File: src/rtl/mips_pkg.sv
// rtl/mips_pkg.sv - opcode/funct constants and shared enums for the dispatch sequencer
package mips_pkg;

  localparam logic [5:0] OP_RTYPE = 6'h00;
  localparam logic [5:0] OP_J     = 6'h02;
  localparam logic [5:0] OP_BEQ   = 6'h04;
  localparam logic [5:0] OP_BNE   = 6'h05;
  localparam logic [5:0] OP_ADDI  = 6'h08;
  localparam logic [5:0] OP_ADDIU = 6'h09;
  localparam logic [5:0] OP_SLTI  = 6'h0A;
  localparam logic [5:0] OP_ANDI  = 6'h0C;
  localparam logic [5:0] OP_ORI   = 6'h0D;
  localparam logic [5:0] OP_LW    = 6'h23;
  localparam logic [5:0] OP_SW    = 6'h2B;

  localparam logic [5:0] FN_SLL  = 6'h00;
  localparam logic [5:0] FN_SRL  = 6'h02;
  localparam logic [5:0] FN_MULT = 6'h18;
  localparam logic [5:0] FN_ADD  = 6'h20;
  localparam logic [5:0] FN_ADDU = 6'h21;
  localparam logic [5:0] FN_SUB  = 6'h22;
  localparam logic [5:0] FN_AND  = 6'h24;
  localparam logic [5:0] FN_OR   = 6'h25;
  localparam logic [5:0] FN_NOR  = 6'h27;
  localparam logic [5:0] FN_SLT  = 6'h2A;
  localparam logic [5:0] FN_SLTU = 6'h2B;

  typedef enum logic [2:0] {
    CLS_INT,
    CLS_LS,
    CLS_MULT,
    CLS_BRANCH,
    CLS_JUMP,
    CLS_ILLEGAL
  } inst_class_t;

  typedef enum logic [1:0] {
    ST_RUN,
    ST_BR_WAIT,
    ST_FLUSH
  } disp_state_t;

endpackage

File: src/rtl/dispatch_ctrl_if.sv
// rtl/dispatch_ctrl_if.sv - IFQ / issue-queue / branch bundle; stats ports exist only with DISPATCH_STATS_EN
interface dispatch_ctrl_if #(
  parameter int CNT_W = 16
);
  logic [31:0] Ifq_Inst;
  logic [31:0] Ifq_Pc;
  logic        Ifq_Empty;
  logic        Ifq_RdEn;
  logic        Ifq_Flush;
  logic        IssueQ_Full_Int;
  logic        IssueQ_Full_LS;
  logic        IssueQ_Full_Mult;
  logic [31:0] Dispatch_Inst;
  logic        Dispatch_en_Int;
  logic        Dispatch_en_LS;
  logic        Dispatch_en_Mult;
  logic        Branch_Valid;
  logic        Branch_Taken;
  logic [31:0] Branch_Target;
  logic        Redirect_Valid;
  logic [31:0] Redirect_Addr;
  logic        Illegal_Inst;
  logic        Stall;
`ifdef DISPATCH_STATS_EN
  logic [CNT_W-1:0] Stat_Int;
  logic [CNT_W-1:0] Stat_LS;
  logic [CNT_W-1:0] Stat_Mult;
  logic [CNT_W-1:0] Stat_Stall;

  modport master (
    input  Ifq_Inst, Ifq_Pc, Ifq_Empty, IssueQ_Full_Int, IssueQ_Full_LS, IssueQ_Full_Mult,
    input  Branch_Valid, Branch_Taken, Branch_Target,
    output Ifq_RdEn, Ifq_Flush, Dispatch_Inst, Dispatch_en_Int, Dispatch_en_LS, Dispatch_en_Mult,
    output Redirect_Valid, Redirect_Addr, Illegal_Inst, Stall,
    output Stat_Int, Stat_LS, Stat_Mult, Stat_Stall
  );

  modport slave (
    output Ifq_Inst, Ifq_Pc, Ifq_Empty, IssueQ_Full_Int, IssueQ_Full_LS, IssueQ_Full_Mult,
    output Branch_Valid, Branch_Taken, Branch_Target,
    input  Ifq_RdEn, Ifq_Flush, Dispatch_Inst, Dispatch_en_Int, Dispatch_en_LS, Dispatch_en_Mult,
    input  Redirect_Valid, Redirect_Addr, Illegal_Inst, Stall,
    input  Stat_Int, Stat_LS, Stat_Mult, Stat_Stall
  );
`else
  modport master (
    input  Ifq_Inst, Ifq_Pc, Ifq_Empty, IssueQ_Full_Int, IssueQ_Full_LS, IssueQ_Full_Mult,
    input  Branch_Valid, Branch_Taken, Branch_Target,
    output Ifq_RdEn, Ifq_Flush, Dispatch_Inst, Dispatch_en_Int, Dispatch_en_LS, Dispatch_en_Mult,
    output Redirect_Valid, Redirect_Addr, Illegal_Inst, Stall
  );

  modport slave (
    output Ifq_Inst, Ifq_Pc, Ifq_Empty, IssueQ_Full_Int, IssueQ_Full_LS, IssueQ_Full_Mult,
    output Branch_Valid, Branch_Taken, Branch_Target,
    input  Ifq_RdEn, Ifq_Flush, Dispatch_Inst, Dispatch_en_Int, Dispatch_en_LS, Dispatch_en_Mult,
    input  Redirect_Valid, Redirect_Addr, Illegal_Inst, Stall
  );
`endif
endinterface

File: src/rtl/dispatch_class_decode.sv
// rtl/dispatch_class_decode.sv - combinational instruction class decode
module dispatch_class_decode
  import mips_pkg::*;
(
  input  logic [31:0] inst_i,
  output inst_class_t cls_o
);

  logic unused_inst_bits;
  assign unused_inst_bits = ^inst_i[25:6];

  always_comb begin
    cls_o = CLS_ILLEGAL;
    case (inst_i[31:26])
      OP_RTYPE: begin
        case (inst_i[5:0])
          FN_ADD, FN_ADDU, FN_SUB, FN_AND, FN_OR, FN_NOR,
          FN_SLT, FN_SLTU, FN_SLL, FN_SRL: cls_o = CLS_INT;
          FN_MULT:                         cls_o = CLS_MULT;
          default:                         cls_o = CLS_ILLEGAL;
        endcase
      end
      OP_ADDI, OP_ADDIU, OP_ANDI, OP_ORI, OP_SLTI: cls_o = CLS_INT;
      OP_LW, OP_SW:                                cls_o = CLS_LS;
      OP_BEQ, OP_BNE:                              cls_o = CLS_BRANCH;
      OP_J:                                        cls_o = CLS_JUMP;
      default:                                     cls_o = CLS_ILLEGAL;
    endcase
  end

endmodule

File: src/rtl/dispatch_ctrl.sv
// rtl/dispatch_ctrl.sv - IFQ-to-issue-queue dispatch FSM with branch hold and fetch redirect/flush
// Optional statistics counters are built when DISPATCH_STATS_EN is defined.
module dispatch_ctrl
  import mips_pkg::*;
#(
  parameter int FLUSH_CYCLES = 2,
  parameter int CNT_W        = 16
) (
  input logic             Clk,
  input logic             Rst,
  dispatch_ctrl_if.master bus
);

  localparam logic [3:0] FLUSH_LOAD = 4'(FLUSH_CYCLES - 1);

  inst_class_t cls;
  disp_state_t state_q, state_d;
  logic [3:0]  flush_cnt_q, flush_cnt_d;
  logic        q_full, pop, stall;

  logic [31:0] inst_q, inst_d;
  logic        en_int_q, en_int_d, en_ls_q, en_ls_d, en_mult_q, en_mult_d;
  logic        redir_valid_q, redir_valid_d, illegal_q, illegal_d;
  logic [31:0] redir_addr_q, redir_addr_d;

  logic unused_pc_bits;
  assign unused_pc_bits = ^bus.Ifq_Pc[27:0];

  dispatch_class_decode u_decode (
    .inst_i (bus.Ifq_Inst),
    .cls_o  (cls)
  );

  // Branches occupy an Int slot; jumps and illegal words never enter a queue.
  always_comb begin
    q_full = 1'b0;
    case (cls)
      CLS_INT, CLS_BRANCH: q_full = bus.IssueQ_Full_Int;
      CLS_LS:              q_full = bus.IssueQ_Full_LS;
      CLS_MULT:            q_full = bus.IssueQ_Full_Mult;
      default:             q_full = 1'b0;
    endcase
  end

  assign pop   = (state_q == ST_RUN) && !bus.Ifq_Empty && !q_full;
  assign stall = !bus.Ifq_Empty && !pop;

  always_comb begin
    state_d       = state_q;
    flush_cnt_d   = flush_cnt_q;
    inst_d        = inst_q;
    en_int_d      = 1'b0;
    en_ls_d       = 1'b0;
    en_mult_d     = 1'b0;
    redir_valid_d = 1'b0;
    redir_addr_d  = redir_addr_q;
    illegal_d     = 1'b0;
    case (state_q)
      ST_RUN: begin
        if (pop) begin
          inst_d = bus.Ifq_Inst;
          case (cls)
            CLS_INT:  en_int_d  = 1'b1;
            CLS_LS:   en_ls_d   = 1'b1;
            CLS_MULT: en_mult_d = 1'b1;
            CLS_BRANCH: begin
              en_int_d = 1'b1;
              state_d  = ST_BR_WAIT;
            end
            CLS_JUMP: begin
              redir_valid_d = 1'b1;
              redir_addr_d  = {bus.Ifq_Pc[31:28], bus.Ifq_Inst[25:0], 2'b00};
              state_d       = ST_FLUSH;
              flush_cnt_d   = FLUSH_LOAD;
            end
            default: illegal_d = 1'b1;
          endcase
        end
      end
      ST_BR_WAIT: begin
        if (bus.Branch_Valid) begin
          if (bus.Branch_Taken) begin
            redir_valid_d = 1'b1;
            redir_addr_d  = bus.Branch_Target;
            state_d       = ST_FLUSH;
            flush_cnt_d   = FLUSH_LOAD;
          end else begin
            state_d = ST_RUN;
          end
        end
      end
      ST_FLUSH: begin
        if (flush_cnt_q == 4'd0) state_d = ST_RUN;
        else                     flush_cnt_d = flush_cnt_q - 4'd1;
      end
      default: state_d = ST_RUN;
    endcase
  end

  always_ff @(posedge Clk) begin
    if (Rst) begin
      state_q       <= ST_RUN;
      flush_cnt_q   <= 4'd0;
      inst_q        <= 32'd0;
      en_int_q      <= 1'b0;
      en_ls_q       <= 1'b0;
      en_mult_q     <= 1'b0;
      redir_valid_q <= 1'b0;
      redir_addr_q  <= 32'd0;
      illegal_q     <= 1'b0;
    end else begin
      state_q       <= state_d;
      flush_cnt_q   <= flush_cnt_d;
      inst_q        <= inst_d;
      en_int_q      <= en_int_d;
      en_ls_q       <= en_ls_d;
      en_mult_q     <= en_mult_d;
      redir_valid_q <= redir_valid_d;
      redir_addr_q  <= redir_addr_d;
      illegal_q     <= illegal_d;
    end
  end

  assign bus.Ifq_RdEn         = pop;
  assign bus.Ifq_Flush        = (state_q == ST_FLUSH);
  assign bus.Stall            = stall;
  assign bus.Dispatch_Inst    = inst_q;
  assign bus.Dispatch_en_Int  = en_int_q;
  assign bus.Dispatch_en_LS   = en_ls_q;
  assign bus.Dispatch_en_Mult = en_mult_q;
  assign bus.Redirect_Valid   = redir_valid_q;
  assign bus.Redirect_Addr    = redir_addr_q;
  assign bus.Illegal_Inst     = illegal_q;

`ifdef DISPATCH_STATS_EN
  logic [CNT_W-1:0] stat_int_q, stat_int_d, stat_ls_q, stat_ls_d;
  logic [CNT_W-1:0] stat_mult_q, stat_mult_d, stat_stall_q, stat_stall_d;

  // Saturating counters: they stick at all-ones rather than wrapping.
  always_comb begin
    stat_int_d   = stat_int_q;
    stat_ls_d    = stat_ls_q;
    stat_mult_d  = stat_mult_q;
    stat_stall_d = stat_stall_q;
    if (en_int_q  && stat_int_q   != '1) stat_int_d   = stat_int_q + 1'b1;
    if (en_ls_q   && stat_ls_q    != '1) stat_ls_d    = stat_ls_q + 1'b1;
    if (en_mult_q && stat_mult_q  != '1) stat_mult_d  = stat_mult_q + 1'b1;
    if (stall     && stat_stall_q != '1) stat_stall_d = stat_stall_q + 1'b1;
  end

  always_ff @(posedge Clk) begin
    if (Rst) begin
      stat_int_q   <= '0;
      stat_ls_q    <= '0;
      stat_mult_q  <= '0;
      stat_stall_q <= '0;
    end else begin
      stat_int_q   <= stat_int_d;
      stat_ls_q    <= stat_ls_d;
      stat_mult_q  <= stat_mult_d;
      stat_stall_q <= stat_stall_d;
    end
  end

  assign bus.Stat_Int   = stat_int_q;
  assign bus.Stat_LS    = stat_ls_q;
  assign bus.Stat_Mult  = stat_mult_q;
  assign bus.Stat_Stall = stat_stall_q;
`endif

endmodule

File: src/flat_wrapper.sv
// flat-port wrapper written by rule: the top's interface ports become plain ports
module dispatch_ctrl_flat import mips_pkg::*;
#(
  parameter int FLUSH_CYCLES = 2,
  parameter int CNT_W        = 16
)
  (Clk, Rst, bus_Ifq_Inst, bus_Ifq_Pc, bus_Ifq_Empty, bus_IssueQ_Full_Int, bus_IssueQ_Full_LS, bus_IssueQ_Full_Mult, bus_Branch_Valid, bus_Branch_Taken, bus_Branch_Target, bus_Ifq_RdEn, bus_Ifq_Flush, bus_Dispatch_Inst, bus_Dispatch_en_Int, bus_Dispatch_en_LS, bus_Dispatch_en_Mult, bus_Redirect_Valid, bus_Redirect_Addr, bus_Illegal_Inst, bus_Stall);
  dispatch_ctrl_if #(.CNT_W(CNT_W)) bus_i ();
  input logic Clk;
  input logic Rst;
  input wire logic [$bits(bus_i.Ifq_Inst)-1:0] bus_Ifq_Inst;
  input wire logic [$bits(bus_i.Ifq_Pc)-1:0] bus_Ifq_Pc;
  input wire logic [$bits(bus_i.Ifq_Empty)-1:0] bus_Ifq_Empty;
  input wire logic [$bits(bus_i.IssueQ_Full_Int)-1:0] bus_IssueQ_Full_Int;
  input wire logic [$bits(bus_i.IssueQ_Full_LS)-1:0] bus_IssueQ_Full_LS;
  input wire logic [$bits(bus_i.IssueQ_Full_Mult)-1:0] bus_IssueQ_Full_Mult;
  input wire logic [$bits(bus_i.Branch_Valid)-1:0] bus_Branch_Valid;
  input wire logic [$bits(bus_i.Branch_Taken)-1:0] bus_Branch_Taken;
  input wire logic [$bits(bus_i.Branch_Target)-1:0] bus_Branch_Target;
  output wire logic [$bits(bus_i.Ifq_RdEn)-1:0] bus_Ifq_RdEn;
  output wire logic [$bits(bus_i.Ifq_Flush)-1:0] bus_Ifq_Flush;
  output wire logic [$bits(bus_i.Dispatch_Inst)-1:0] bus_Dispatch_Inst;
  output wire logic [$bits(bus_i.Dispatch_en_Int)-1:0] bus_Dispatch_en_Int;
  output wire logic [$bits(bus_i.Dispatch_en_LS)-1:0] bus_Dispatch_en_LS;
  output wire logic [$bits(bus_i.Dispatch_en_Mult)-1:0] bus_Dispatch_en_Mult;
  output wire logic [$bits(bus_i.Redirect_Valid)-1:0] bus_Redirect_Valid;
  output wire logic [$bits(bus_i.Redirect_Addr)-1:0] bus_Redirect_Addr;
  output wire logic [$bits(bus_i.Illegal_Inst)-1:0] bus_Illegal_Inst;
  output wire logic [$bits(bus_i.Stall)-1:0] bus_Stall;
  assign bus_i.Ifq_Inst = bus_Ifq_Inst;
  assign bus_i.Ifq_Pc = bus_Ifq_Pc;
  assign bus_i.Ifq_Empty = bus_Ifq_Empty;
  assign bus_i.IssueQ_Full_Int = bus_IssueQ_Full_Int;
  assign bus_i.IssueQ_Full_LS = bus_IssueQ_Full_LS;
  assign bus_i.IssueQ_Full_Mult = bus_IssueQ_Full_Mult;
  assign bus_i.Branch_Valid = bus_Branch_Valid;
  assign bus_i.Branch_Taken = bus_Branch_Taken;
  assign bus_i.Branch_Target = bus_Branch_Target;
  assign bus_Ifq_RdEn = bus_i.Ifq_RdEn;
  assign bus_Ifq_Flush = bus_i.Ifq_Flush;
  assign bus_Dispatch_Inst = bus_i.Dispatch_Inst;
  assign bus_Dispatch_en_Int = bus_i.Dispatch_en_Int;
  assign bus_Dispatch_en_LS = bus_i.Dispatch_en_LS;
  assign bus_Dispatch_en_Mult = bus_i.Dispatch_en_Mult;
  assign bus_Redirect_Valid = bus_i.Redirect_Valid;
  assign bus_Redirect_Addr = bus_i.Redirect_Addr;
  assign bus_Illegal_Inst = bus_i.Illegal_Inst;
  assign bus_Stall = bus_i.Stall;
  dispatch_ctrl #(.FLUSH_CYCLES(FLUSH_CYCLES), .CNT_W(CNT_W)) u_core (.Clk(Clk), .Rst(Rst), .bus(bus_i));
endmodule
File: config.mk
export PLATFORM = sky130hd
export DESIGN_NAME = dispatch_ctrl_flat
export DESIGN_NICKNAME = d
export VERILOG_FILES = /design/src/rtl/mips_pkg.sv /design/src/rtl/dispatch_ctrl_if.sv /design/src/rtl/dispatch_class_decode.sv /design/src/rtl/dispatch_ctrl.sv /design/src/flat_wrapper.sv
export SDC_FILE = /design/constraint.sdc
export NUM_CORES = 1
export LEC_CHECK = 0
export CORE_AREA = 2 2 80 159
export CTS_BUF_LIST = sky130_fd_sc_hd__clkbuf_8
export CTS_CLUSTER_DIAMETER = 40
export DETAILED_ROUTE_END_ITERATION = 8
export DIE_AREA = 0 0 82 161
export GPL_TIMING_DRIVEN = 1
export HOLD_SLACK_MARGIN = 0.05
export PLACE_DENSITY = 0.72
export SYNTH_ARGS = -nofsm -noshare
export SYNTH_HDL_FRONTEND = slang
export SYNTH_SLANG_ARGS = --single-unit
File: constraint.sdc
create_clock -name Clk -period 3 [get_ports Clk]
set_input_delay 0.6 -clock Clk [delete_from_list [all_inputs] [get_ports Clk]]
set_output_delay 0.6 -clock Clk [all_outputs]
set_load 0.1 [all_outputs]
==> results of run 1 <==
tightest hold or removal path: stages, from the launching register on:
cell and delay, ps:
dfxtp_1 320, nand2_1 50, mux2i_1 50
per-layer routing:
metal,vias up,GRT usage,wire length (µm)
li1,1645,-,-
met2,144,0.2461,4680
met3,9,0.06816,1142
met5,-,0,0
met1,1456,0.1784,4237
met4,0,0.04697,116
sequential cells by signal, summed over array words and instances (netlist names), 2 cells and up:
register,flops
u_core.bus.Dispatch_Inst,32
u_core.bus.Redirect_Addr,32
u_core.flush_cnt_q,4
u_core.state_q,2
metrics by stage:
step	hold slack (ps)	setup TNS (ps)
after CTS	462.5	0
after floorplan	466.4	-93.02
after global routing	479.7	0
final	461.1	0
after detailed placement	448.5	-328.7
after global placement	442.0	-303.0
layout make-up:
class | instances | area (µm²)
fillers | 1155 | 6598
multi-input cells | 266 | 1879
repair buffers | 181 | 1597
flip-flops and latches | 75 | 1501
well taps | 147 | 183.9
clock buffers | 11 | 151.4
clock inverters | 4 | 42.54
inverters | 7 | 28.78
timing repair:
| item | in CTS | in global routing |
|---|---|---|
| setup endpoints to repair | 2 | 2 |
| resized for setup | 7 | 3 |
| pin swaps | 6 | 6 |
| setup buffers | 4 | 0 |
logic make-up after synthesis:
logic type | Yosys count | share of synthesized area
adder cells (fa/ha/maj) | 1 | 0.003557
AND/OR/NAND/NOR | 145 | 0.1914
buffers and inverters | 35 | 0.04980
AO/OA/AOI/OAI | 61 | 0.1604
flip-flops | 75 | 0.4269
multiplexers | 59 | 0.1679
placed cells by master (no fill, tap or decap), drive strengths merged, types with 4 or more instances in the layout:
cell type,count
buf,107
dfxtp,75
nand2,67
clkdlybuf4s50,66
mux2i,59
nor2,41
a211oi,30
clkbuf,11
inv,9
o21ai,6
nand2b,5
nor3,5
a21oi,5
dlygate4sd2,5
a31o,4
nor2b,4
path summary, 6_finish.rpt:
kind,from,end,depth (start not counted)
max,bus_Ifq_Inst[2],bus_Stall,9
min,u_core.bus.Dispatch_Inst[27],u_core.bus.Dispatch_Inst[27],2
max reg2reg,u_core.state_q[0],u_core.bus.Redirect_Addr[27],6
min reg2reg,u_core.bus.Dispatch_Inst[27],u_core.bus.Dispatch_Inst[27],2
power breakdown:
group          leakage [µW]  total [µW]  internal (µW)  switching, µW
logic               0.00148         666            222            444
registers          0.000611        1050           1030           20.3
clock network      0.000108         771            418            353
total               0.00220        2490           1670            817
==> reports/results.ini, run 1 <==
[yosys]
synth_most_common_cell=dfxtp_1
synth.avg_cell_area_um2=9.354
synth_edf_count=0
synth_top_area_frac=0.4269
synth_common_cells=dfxtp_1, nand2_1, mux2i_1
synth_seq_cells=75
synth_top_area_cell=dfxtp_1
syn_area_um2=3517
ys_top_cells_by_area=dfxtp_1, mux2i_1, nand2_1, a211oi_2, nor2_1
ys_seq_area_frac=0.4269
ys_warn_count=0
syn-instance-count=376
synth-main-ff-cell=dfxtp_1
synth_cell_types=50
syn_nets=481
synth-async-reset-ratio=0

[clock_tree]
cts_tree=yes
insertion_delay_ps=350
postCtsHoldBufs=0
cts.path.max_buffers=2
cts_root_buf=clkbuf_8
clock_sinks=75
numCtsBuffers=9
clkTransAtPathRegs_ps=80
cts_max_level=3

[global_routing]
grt_pass1_wl_um=15460
overflow=0
grt_max_degree=26
grt_pass1_vias=3176
grtUsageTotal=0.1525
antenna_found_initial=0

[final_layout]
drive_above_1_share=0.2831
final_area_um2=5384
final_util=0.4494
n_antenna_cell=0
synthToLayoutAreaGrowth_pct=53.08
fin_cells=691
final_nets=645

[route]
drt_pre_antenna_iters=4
wl_per_cell_um=14.73
via_per_inst=4.709
detail_route.wirelength_um=10180
drcViolationCount=0
first_iter_violations=104
vias=3254
postRouteAntennaNets=0

[setup_path]
start_kind=input pin
worst_path_max_delay_cell=or3_1
arrival_ps=2330
critPathBufInv=4
crit_family=buffers and inverters
critPathKind=in2out
critPathCaptureType=output port
crit_chain=dlygate4sd2_1 -> or3_1 -> o211ai_1 -> buf_4 -> a21boi_2 -> o311ai_4 -> inv_4 -> nor2_4 -> buf_12
path_max_fanout=6
r2r_slack_ps=1010
crit_required_ps=2400
max_stage_delay_ps=360

[timing]
tightestPinTransition_ps=494.5
rsz0062_at_grt=no
clock_skew_ps=10.00
drv_slew=0
fin_ws_ps=70.11
relSlewSlack=0.6703
finalCriticalPeriod_ps=2930
period_share=0.9766
fmax_ghz=0.3413
setup_viol=0
hold_viol=0

[hold_path]
hp-class=reg2reg

[die]
fp.dieH_um=161
start_util=0.2935
coreArea_um2=11980
io_pins=176
num_rows=57
die_area_um2=13200
die_width_um=82

[pwr]
p_leak_uw=0.002196
p_total_uw=2491
max-vdd-ir-drop_uv=224.8
power.density_nw_per_um2=462.6

[run_status]
outcome=finished clean

[placement]
hpwl_um=7587
pre_cts_ws_ps=-154.4
numPortBuffers=147
gp_congestion=0.8000
dp_cells=672
place_area_um2=5151

[job]
max-cap-violations=0

Power figures use the tool's default switching activity.
==> run 2: changes to the inputs <==
--- a/config.mk
+++ b/config.mk
@@ -11,8 +11,9 @@
 export DETAILED_ROUTE_END_ITERATION = 8
 export DIE_AREA = 0 0 82 161
 export GPL_TIMING_DRIVEN = 1
-export HOLD_SLACK_MARGIN = 0.05
+export HOLD_SLACK_MARGIN = 0.02
 export PLACE_DENSITY = 0.72
 export SYNTH_ARGS = -nofsm -noshare
 export SYNTH_HDL_FRONTEND = slang
 export SYNTH_SLANG_ARGS = --single-unit
+export TNS_END_PERCENT = 50
==> results of run 2 <==
No change in the layout: final DEF, timing and power equal those of run 1.
==> run 3: changes to the inputs <==
--- a/config.mk
+++ b/config.mk
@@ -5,11 +5,11 @@
 export SDC_FILE = /design/constraint.sdc
 export NUM_CORES = 1
 export LEC_CHECK = 0
-export CORE_AREA = 2 2 80 159
+export CORE_AREA = 2 2 112 114
 export CTS_BUF_LIST = sky130_fd_sc_hd__clkbuf_8
 export CTS_CLUSTER_DIAMETER = 40
 export DETAILED_ROUTE_END_ITERATION = 8
-export DIE_AREA = 0 0 82 161
+export DIE_AREA = 0 0 114 116
 export GPL_TIMING_DRIVEN = 1
 export HOLD_SLACK_MARGIN = 0.02
 export PLACE_DENSITY = 0.72
==> reports/results.ini, run 3 (same netlist as run 1, synthesis figures left out) <==
[route]
drcViolationCount=0  ; unchanged
drt_pre_antenna_iters=4  ; unchanged
vias=3289  ; +1.1%
detail_route.wirelength_um=10110  ; -0.71%
postRouteAntennaNets=0  ; unchanged
wl_per_cell_um=14.73  ; about the same
first_iter_violations=168  ; +62%
via_per_inst=4.794  ; +1.8%

[timing]
tightestPinTransition_ps=636.9  ; +142.4 ps
period_share=0.9809  ; +0.004267
setup_viol=0  ; unchanged
clock_skew_ps=13.07  ; +3.067 ps
drv_slew=0  ; unchanged
fin_tns_setup_ps=0  ; unchanged
fmax_ghz=0.3398  ; -0.43%
rsz0062_at_grt=no
relSlewSlack=0.5748  ; -0.09553
hold_viol=0  ; unchanged
whs_ps=462.8  ; +1.760 ps
finalCriticalPeriod_ps=2943  ; +12.80 ps

[setup_path]
worst_path_max_delay_cell=or4_4
crit_path_end=bus_Ifq_RdEn
path_max_fanout=3  ; -3
r2r-end=u_core.bus.Redirect_Addr[26]
critPathBufInv=4  ; unchanged
path_depth=8  ; -1
critPathKind=in2out
crit_chain=clkdlybuf4s50_1 -> or4_4 -> nor4_4 -> nor2_2 -> o311ai_4 -> inv_4 -> buf_4 -> buf_12
crit_family=simple AND/OR/NAND/NOR gates
crit_start=bus_Ifq_Inst[31]
reg2reg_from=u_core.state_q[0]
arrival_ps=2340  ; about the same
start_kind=input pin
r2r_cells=6  ; unchanged
max_stage_delay_ps=460  ; +100 ps
r2r_slack_ps=1010  ; about the same
critPathCaptureType=output port
crit_required_ps=2400  ; about the same

[clock_tree]
insertion_delay_ps=350  ; about the same
cts_root_buf=clkbuf_8
clock_sinks=75  ; unchanged
cts_max_level=3  ; unchanged
clkTransAtPathRegs_ps=90  ; about the same
cts_tree=yes
numCtsBuffers=9  ; unchanged
postCtsHoldBufs=0  ; unchanged
cts.path.max_buffers=2  ; unchanged

[final_layout]
n_antenna_cell=0  ; unchanged
final_cell_mix=buf_4, dfxtp_1, nand2_1, clkdlybuf4s50_1, mux2i_1
final_common_cell=buf_4
drive_above_1_share=0.2839  ; +0.0007708
final_util=0.4532  ; +0.003798
final_nets=639  ; -0.93%
synthToLayoutAreaGrowth_pct=53.47

[die]
die_area_um2=13220  ; +0.17%
io_pins=176  ; unchanged
fp.dieH_um=116  ; -28%
start_util=0.2953  ; +0.001727
die_width_um=114  ; +39%
num_rows=40  ; -30%
coreArea_um2=11910  ; -0.59%

[global_routing]
antenna_found_initial=0  ; unchanged
grt_pass1_wl_um=15930  ; +3.0%
grt_pass1_vias=3246  ; +2.2%
grt_max_degree=42  ; +62%
overflow=0  ; unchanged
grtUsageTotal=0.1515  ; -0.0009909

[placement]
hpwl_um=7374  ; -2.8%
numPortBuffers=147  ; unchanged
gp_congestion=0.8537  ; +6.7%

[pwr]
max-vdd-ir-drop_uv=234.7  ; +4.4%
p_leak_uw=0.002195  ; about the same
power.density_nw_per_um2=503.5  ; +8.8%

[run_status]
outcome=finished clean

[hold_path]
hp-class=reg2reg

[job]
max-cap-violations=0  ; unchanged

[run 3: changes by cell type in the layout (fill, tap and decap cells not counted), sizes merged]
cell / delta
buf: -6
bufinv: +2
inv: -2
dlygate4sd2: -1
dlymetal6s2s: +1
clkbuf: +1
[run 3: repair_timing]
item / in CTS / in global routing
setup buffers: 3 / 1
gates cloned: 0 / 0
pin swaps: 7 / 3
setup endpoints to repair: 2 / 2
endpoints found under the hold margin: 0 / 0
gates resized for setup: 5 / 6
[run 3: how the worst min path moves through the flow]
stage                                       from                            to  depth (start not counted)
global route        u_core.bus.Dispatch_Inst[19]  u_core.bus.Dispatch_Inst[19]                          2
finish              u_core.bus.Dispatch_Inst[18]  u_core.bus.Dispatch_Inst[18]                          2
floorplan                  u_core.flush_cnt_q[0]         u_core.flush_cnt_q[0]                          2
detailed placement   u_core.bus.Dispatch_Inst[0]   u_core.bus.Dispatch_Inst[0]                          2
global placement     u_core.bus.Dispatch_Inst[4]   u_core.bus.Dispatch_Inst[4]                          2
CTS                 u_core.bus.Dispatch_Inst[19]  u_core.bus.Dispatch_Inst[19]                          2
[run 3: routing by layer]
layer | vias up | global-route usage | share of wire | wire length, µm
li1 | 1637 | - | - | -
met1 | 1547 | 0.1830 | 0.45 | 4537
met2 | 98 | 0.2659 | 0.49 | 4910
met3 | 7 | 0.04341 | 0.058 | 583
met4 | 0 | 0.03902 | 0.0073 | 74
met5 | - | 0 | 0 | 0
[run 3: final cells by class]
class	count	area, µm²
multi-input cells	266	1884
repair buffers	175	1539
inverters	7	28.78
clock buffers	12	165.2
well taps	147	183.9
fillers	1148	6514
flip-flops and latches	75	1501
clock inverters	4	95.09
[run 3: report_power, final]
| part | internal [µW] | leakage, µW | switching [µW] | total, µW |
|---|---|---|---|---|
| combinational | 218 | 0.00145 | 441 | 659 |
| clock | 620 | 0.000133 | 384 | 1000 |
| sequential | 1030 | 0.000611 | 20.5 | 1050 |
[run 3: tightest hold or removal path: stages (launching register included)]
cell and delay (ps):
dfxtp_1 320, nand2_1 50, mux2i_1 50
[run 3: through the flow]
| step | instance area [µm²] | instances | setup slack (ps) | total power [µW] |
|---|---|---|---|---|
| 2_1_floorplan | 3540 | 376 | -93.02 | 1507 |
| 3_3_place_gp | 5094 | 666 | -113.9 | 1727 |
| 3_5_place_dp | 5094 | 666 | -150.2 | 1736 |
| 4_1_cts | 5375 | 685 | 0.05396 | 2752 |
| 5_1_grt | 5398 | 686 | 2.492 | 2823 |
| 6_report | 5398 | 686 | 57.31 | 2718 |
==> variant (settings of run 1) <==
Encoding of `disp_state_t`: now one-hot (3 bits for 3 states).
--- a/src/rtl/mips_pkg.sv
+++ b/src/rtl/mips_pkg.sv
@@ -35,8 +35,8 @@
   } inst_class_t;
 
-  typedef enum logic [1:0] {
-    ST_RUN,
-    ST_BR_WAIT,
-    ST_FLUSH
+  typedef enum logic [2:0] {
+    ST_RUN     = 3'b001,
+    ST_BR_WAIT = 3'b010,
+    ST_FLUSH   = 3'b100
   } disp_state_t;
 
Function: no difference found for any inputs over 10 cycles, from zero or initial values and one cycle with Rst high; not proved beyond that.
==> variant against run 1 <==
Sequential share of layout area is 0.78 points higher; hold slack got worse by 0.00092 ns; design area decreased by 1.4%; synthesized area is 1.2% lower; core utilization shrank 0.65 points; total power shrank 3.7%; clock skew fell by 0.0040 ns; maximum frequency increased by 1.2%; sequential cell count is 1 higher; routed wire length up 2.1%; setup slack better by 0.034 ns; largest cell class unchanged; highest routed layer unchanged.
==> variant: results (changes against run 1) <==
fin crit period=2.90 ns (was 2.93 ns); RR Startpoint=u_core.state_q[0] (unchanged); Non-clk bufs=182 (was 181); cts repair resizes=5 (was 7); wl on met1=4150 µm (was 4240 µm); inverter count=9 (was 7); met2 WL=4830 µm (was 4680 µm); flop2flop setup slack=0.65 ns (was 1.01 ns); Hold Slack=0.460 ns (was 0.461 ns); pre-CTS setup slack=-0.0507 ns (was -0.154 ns); area grow syn2layout=52.7% (was 53.1%); DR WL met3=1290 µm (was 1140 µm); min-delay src=u_core.bus.Dispatch_Inst[28] (was u_core.bus.Dispatch_Inst[27]); post-CTS setup repair buffer count=1 (was 4); vias in the first global route=3385 (was 3176); total detailed-routing wirelength=10400 µm (was 10200 µm); Slew HR=58.6% (was 67.0%); adder-cell share of the synthesized area=1.01% (was 0.356%); sequential element share of the synthesized area=43.8% (was 42.7%); GP Congestion=0.852 (was 0.800); seq_cells=76 (was 75); Multi-input gate area=0.00182 mm² (was 0.00188 mm²); Initial DRC Count=136 (was 104); syn nets=491 (was 481); Post-synth top cells=77 x nand2_1, 76 x dfxtp_1, 64 x mux2i_1 (was 75 x dfxtp_1, 67 x nand2_1, 59 x mux2i_1); Max FO, Critical Path=4 (was 6); GRT Util Overall=16.3% (was 15.3%); largest net degree at the start of global routing=42 (was 26); FF-to-FF path depth=8 (was 6); post-synthesis cell type count=45 (was 50); Placement Cell Area=0.00512 mm² (was 0.00515 mm²); Clock buf/inv share=2.83% (was 3.60%); Lkg Pwr=2.20 nW (about the same); Cell Count, Final, Fillers Out=699 (was 691); cell area power density=452 mW/mm² (was 463 mW/mm²); crit path from=bus_Ifq_Inst[4] (was bus_Ifq_Inst[2]); final net count=654 (was 645); first-pass GRT wire length=16600 µm (was 15500 µm); Seq area share=28.7% (was 27.9%); detailed placement HPWL=7750 µm (was 7590 µm); Worst EP arrival=2.30 ns (was 2.33 ns); RR Endpoint=u_core.bus.Dispatch_Inst[5] (was u_core.bus.Redirect_Addr[27]); status=finished clean (unchanged); multiplexer share of the synthesized area=18.4% (was 16.8%)
variant: changes by cell type in the layout (fill, tap and decap cells not counted), moves of 4 or more:
cell | before | now
nor2_1 | 39 | 5
nand2b_1 | 5 | 1
a31o_1 | 4 | 0
a211oi_2 | 19 | 0
nor3_1 | 5 | 33
dlygate4sd2_1 | 5 | 1
a211oi_1 | 11 | 31
nand2_1 | 67 | 77
o21ai_0 | 3 | 7
mux2i_1 | 59 | 64
variant: critical path, cell delays in order:
cell	delay (ns)
clkdlybuf4s50_1	0.49
nor2b_1	0.18
and4_2	0.26
a221oi_2	0.31
o21ai_2	0.10
inv_2	0.14
nor2_4	0.05
buf_12	0.16
variant: power breakdown:
| part | switching (mW) | total, mW | internal (mW) |
|---|---|---|---|
| registers | 0.0219 | 1.07 | 1.05 |
| clock network | 0.362 | 0.645 | 0.282 |
| logic | 0.459 | 0.683 | 0.224 |
variant: routing by layer:
layer  GRT usage [%]  vias up
li1                -     1694
met1            19.1     1567
met2            26.1      145
met3            7.54       10
met4            5.30        0
met5               0        -
